[config.mk]
export PLATFORM = sky130hd
export DESIGN_NAME = dec38_seq
export DESIGN_NICKNAME = d
export VERILOG_FILES = /design/src/rtl/dec38_pkg.sv /design/src/rtl/dec38_onehot.sv /design/src/rtl/dec38_seq.sv
export SDC_FILE = /design/constraint.sdc
export NUM_CORES = 1
export LEC_CHECK = 0
export CORE_MARGIN = 2
export CORE_UTILIZATION = 40
export DETAILED_ROUTE_END_ITERATION = 10
export GPL_ROUTABILITY_DRIVEN = 0
export RECOVER_POWER = 25
export SLEW_MARGIN = 20
export SYNTH_ARGS = -nofsm -noshare
export SYNTH_HDL_FRONTEND = slang
export SYNTH_SLANG_ARGS = --single-unit
[constraint.sdc]
create_clock -name clk -period 1.9 [get_ports clk]
set_input_delay 0.38 -clock clk [delete_from_list [all_inputs] [get_ports clk]]
set_output_delay 0.38 -clock clk [all_outputs]
set_load 0.05 [all_outputs]
[src/rtl/dec38_pkg.sv]
`default_nettype none
// ============================================================================
//  Module      : dec38_pkg
//  Description : Shared types and sizes for the registered 3-to-8 decoder.
//                Holds the FSM state encoding, the code/line widths and the
//                counter width used by the hold and acknowledge counters.
//  Revision    : 1.0 - initial release
// ============================================================================
package dec38_pkg;

  localparam int CODE_W = 3;   // width of the encoded index
  localparam int LINES  = 8;   // number of one-hot output lines
  localparam int CNT_W  = 8;   // hold / ack counters, sized for 255 maxima

  typedef enum logic [1:0] {
    IDLE     = 2'd0,
    HOLD     = 2'd1,
    WAIT_ACK = 2'd2
  } state_t;

endpackage : dec38_pkg
`default_nettype wire

[src/rtl/dec38_onehot.sv]
`default_nettype none
// ============================================================================
//  Module      : dec38_onehot
//  Description : Pure combinational 3-to-8 decoder.
//  Ports       : code   [CODE_W-1:0] in  - encoded index
//                onehot [LINES-1:0]  out - onehot[code] = 1, others 0
//  Revision    : 1.0 - initial release
// ============================================================================
module dec38_onehot
  import dec38_pkg::*;
(
  input  logic [CODE_W-1:0] code,
  output logic [LINES-1:0]  onehot
);

  for (genvar i = 0; i < LINES; i++) begin : g_line
    assign onehot[i] = (code == CODE_W'(i));
  end

endmodule : dec38_onehot
`default_nettype wire

[src/rtl/dec38_seq.sv]
`default_nettype none
// ============================================================================
//  Module      : dec38_seq
//  Description : Registered 3-to-8 decoder with handshake. Accepts a code from
//                the priority encoder, drives the matching one-hot line for at
//                least HOLD_CYCLES cycles and optionally waits for a consumer
//                acknowledge, with a timeout that forces release.
//  Ports       : clk          in   - clock, rising edge
//                rst_n        in   - asynchronous active-low reset
//                in_valid     in   - code offered
//                in_code[2:0] in   - encoded index
//                in_ready     out  - block is IDLE and can accept
//                out_onehot   out  - registered one-hot line
//                out_valid    out  - high whenever out_onehot is non-zero
//                out_ack      in   - consumer acknowledge, level sampled
//                busy         out  - state != IDLE
//                timeout_err  out  - one-cycle pulse on forced release
//  Revision    : 1.0 - initial release
// ============================================================================
module dec38_seq
  import dec38_pkg::*;
#(
  parameter int HOLD_CYCLES = 4,   // 1..255
  parameter int USE_ACK     = 1,   // 1 = wait for out_ack after the hold
  parameter int ACK_TIMEOUT = 16   // 0 disables the timeout, else 1..255
) (
  input  logic              clk,
  input  logic              rst_n,
  input  logic              in_valid,
  input  logic [CODE_W-1:0] in_code,
  output logic              in_ready,
  output logic [LINES-1:0]  out_onehot,
  output logic              out_valid,
  input  logic              out_ack,
  output logic              busy,
  output logic              timeout_err
);

  localparam logic [CNT_W-1:0] HOLD_LOAD = CNT_W'(HOLD_CYCLES - 1);
  // Guarded so that ACK_TIMEOUT = 0 does not wrap to an all-ones compare value.
  localparam logic [CNT_W-1:0] ACK_LAST  =
      CNT_W'((ACK_TIMEOUT == 0) ? 0 : ACK_TIMEOUT - 1);
  localparam logic             ACK_EN    = (USE_ACK != 0);
  localparam logic             TMO_EN    = (ACK_TIMEOUT != 0);

  state_t           state;
  logic [CNT_W-1:0] hold_cnt;
  logic [CNT_W-1:0] ack_cnt;
  logic             ack_seen;
  logic [LINES-1:0] dec_onehot;

  dec38_onehot u_onehot (
    .code   (in_code),
    .onehot (dec_onehot)
  );

  assign in_ready = (state == IDLE);
  assign busy     = (state != IDLE);

  always_ff @(posedge clk or negedge rst_n) begin
    if (!rst_n) begin
      state       <= IDLE;
      out_onehot  <= '0;
      out_valid   <= 1'b0;
      timeout_err <= 1'b0;
      hold_cnt    <= '0;
      ack_cnt     <= '0;
      ack_seen    <= 1'b0;
    end else begin
      // timeout_err is a pulse: only the forced-release branch raises it.
      timeout_err <= 1'b0;
      case (state)
        IDLE: begin
          if (in_valid) begin
            out_onehot <= dec_onehot;
            out_valid  <= 1'b1;
            hold_cnt   <= HOLD_LOAD;
            ack_seen   <= 1'b0;
            state      <= HOLD;
          end
        end

        HOLD: begin
          if (out_ack) begin
            ack_seen <= 1'b1;
          end
          if (hold_cnt != '0) begin
            hold_cnt <= hold_cnt - 1'b1;
          end else if (!ACK_EN || ack_seen || out_ack) begin
            out_onehot <= '0;
            out_valid  <= 1'b0;
            state      <= IDLE;
          end else begin
            ack_cnt <= '0;
            state   <= WAIT_ACK;
          end
        end

        WAIT_ACK: begin
          // Ack is checked first so it wins over a coincident timeout.
          if (out_ack) begin
            out_onehot <= '0;
            out_valid  <= 1'b0;
            state      <= IDLE;
          end else if (TMO_EN && (ack_cnt == ACK_LAST)) begin
            out_onehot  <= '0;
            out_valid   <= 1'b0;
            timeout_err <= 1'b1;
            state       <= IDLE;
          end else begin
            ack_cnt <= ack_cnt + 1'b1;
          end
        end

        default: begin
          out_onehot <= '0;
          out_valid  <= 1'b0;
          state      <= IDLE;
        end
      endcase
    end
  end

endmodule : dec38_seq
`default_nettype wire

==> impl_metrics.tcl <==
set metrics [dict create \
    outcome "completed" \
    final_cell_mix "29 x dfrtp_1, 17 x buf_4, 15 x clkdlybuf4s50_1, 11 x nor2_1" \
    p_leak_nw 0.908 \
    route.met3.wl_microns 127 \
    synthTopCellsByArea "dfrtp_1 47%, mux2_2 5.8%, o21ai_0 2.9%" \
    fp.dieArea_sq_mm 0.00437 \
    path_class "flip-flop to flip-flop" \
    path_delay_family "simple AND/OR/NAND/NOR gates" \
    setup_viol 0 \
    track_usage_pct 16.7 \
    critPathBufInv 2 \
    fmax_ghz 0.535 \
    grt_pass1_wl_microns 5420 \
    crit_path_cell_trace "inv_2 > ha_4 > nor3b_4 > nand4b_1 > buf_4 > a21oi_4 > mux2_4" \
    slew_violations 0 \
    tightest_slew_ps 731 \
    netSwitchingFraction_pct 35.8 \
    diodes 0 \
    whs_ps 510 \
    coreArea_sq_mm 0.00369 \
    area_delta_synth_final_pct 33.8 \
    cts_buffers 5 \
    nets 198 \
    min_period_over_period_pct 98.3 \
    grt_max_degree 30 \
    wl_microns 3460 \
    cpMaxStageDelayCell "dfrtp_1" \
    hpwl_microns 2430 \
    yosysSeqAreaShare_pct 47.0 \
    synth-seq-cells 29 \
    synth_warnings 0 \
    clk_latency_ps 280 \
    cts.sinks 29 \
    post-route-util_pct 56.0 \
    die_w_microns 66.1 \
    drt-wirelength-per-cell_microns 14.7 \
    yosys.area.top_type "dfrtp_1" \
    pwr-share-clk_pct 21.7 \
    power_density_mw_per_mm2 1120 \
    hp-class "flip-flop to flip-flop" \
    layout_commonest_cell "dfrtp_1" \
    combPwrFrac_pct 39.6 \
    port_buffers 18 \
    path_clk_slew_ps 60 \
    grt_pass1_vias 1181 \
    start_kind "flip-flop" \
    synthArstFlopShare_pct 100 \
    ant_nets 0 \
    synthFlopType "dfrtp_1" \
    cp_slowest_stage_delay_ps 380 \
    syn_inst 146 \
    layout-drive-gt1-share_pct 26.1 \
    htreeDepth 2 \
    dp_slack_ps -147 \
    synth_top_cell_area_share_pct 47.0 \
    skew_ps 3.05 \
    power.switching_mw 0.827 \
    synth_edf_count 0 \
    p_int_mw 1.48 \
    endpoint_kind "flip-flop" \
    crit_fanout 4 \
    grt_overflow 0 \
    yosysUniqueCellTypes 43 \
    pwr-share-seq_pct 38.6 \
    cts_root_buffer "clkbuf_8" \
    drtIter0Drc 53 \
    total_power_mw 2.31 \
    firstDrtPassIters 4 \
    fin_crit_ps 1870 \
    start_util_pct 41.8 \
    die_y_microns 66.1 \
    fp-row-count 22 \
    hold_viol 0 \
    drc 0 \
    grt_setup_unrepaired "true" \
    cts_tree "built" \
    arrival_ps 2030 \
    syn_nets 156 \
    drt-met1-wl_microns 1550 \
    ctsHoldBuffers 0 \
    slew_headroom_pct 51.2 \
    vias 1280 \
    routed_via_density 5.42 \
    maxUsedRoutingLayer "met4" \
    cts.path.max_buffers 2 \
    setup_ws_ps 32.3 \
    peakVddDrop_uv 587 \
    antenna_found_initial 0 \
    pin_count 19 \
    synth_area_per_cell_sq_um 10.6 \
    cp.required_ps 2060 \
    synthesis.area_sq_mm 0.00154 \
    maxCapViolations 0 \
    wl_met2_microns 1730 \
]
-- power groups by stage --
stage                     logic (mW)  clock network [mW]  registers [mW]
after floorplan                0.417                   0           0.952
after global placement         0.775                   0           0.881
after detailed placement       0.792                   0           0.886
after CTS                      0.800               0.517           0.880
after global routing            1.00               0.548           0.909
final                          0.916               0.502           0.892
-- sequential cells by signal, indices dropped and copies added (netlist names) --
| name | flops |
|---|---|
| ack_cnt | 8 |
| hold_cnt | 8 |
| out_onehot | 8 |
| state | 2 |
| ack_seen | 1 |
| out_valid | 1 |
| timeout_err | 1 |
-- cell type report --
type / count / area, sq um
sequential: 29 / 726
tap: 48 / 60.1
timing repair buffer: 36 / 333
clock buffer: 7 / 86.3
fill: 340 / 1620
inverter: 12 / 45.0
multi-input combinational: 104 / 815
-- path summary, 6_finish.rpt --
path | from | to | slack, ps | cells after the start
max | hold_cnt[1] | out_onehot[4] | 30 | 7
min | out_onehot[3] | out_onehot[3] | 510 | 1
min reg2reg | out_onehot[3] | out_onehot[3] | 510 | 1
max reg2reg | hold_cnt[1] | out_onehot[4] | 30 | 7
max in group asynchronous | rst_n | ack_cnt[4] | 740 | 2
min in group asynchronous | rst_n | hold_cnt[5] | 690 | 2
-- metal layers --
metal  track usage [%]  vias up
met3              5.62        5
met2              26.9       17
met1              20.5      639
li1                  -      619
met5                 0        -
met4              6.89        0
-- cells by family after synthesis --
| family | after synthesis | share of synthesized area (%) |
|---|---|---|
| flops | 29 | 47.0 |
| xor+xnor | 1 | 0.568 |
| mux | 11 | 7.79 |
| buf+inv | 14 | 4.14 |
| simple gates | 57 | 22.2 |
| compound gates | 31 | 15.8 |
| fa+ha+maj | 3 | 2.43 |
-- Yosys cell counts, types with 5 or more instances --
cell and number:
inv_1 12, dfrtp_1 29, nor3b_1 5, nand2_1 10, nor2_1 12, nor3_1 5, nand2b_1 5, o21ai_0 9
mux2_2 8, a21oi_1 5
-- through the flow --
| step | area (sq um) | cells | TNS (ps) |
|---|---|---|---|
| after floorplan | 1550 | 146 | 0 |
| after global placement | 1880 | 223 | -1050 |
| after detailed placement | 1880 | 223 | -1430 |
| after CTS | 1980 | 230 | 0 |
| after global routing | 2060 | 236 | -87.7 |
| final | 2060 | 236 | 0 |
-- repair_timing --
item,4_1_cts,5_1_grt
setup buffers,0,5
pin swaps,0,4
gates resized for setup,1,11
setup endpoints to repair,8,9
cloned,0,1
-- worst reg2reg max path, cell delays in order (launching register included) --
cell	delay [ps]
dfrtp_1	380
inv_2	80
ha_4	130
nor3b_4	230
nand4b_1	200
buf_4	200
a21oi_4	200
mux2_4	320
Power figures use the tool's default switching activity.
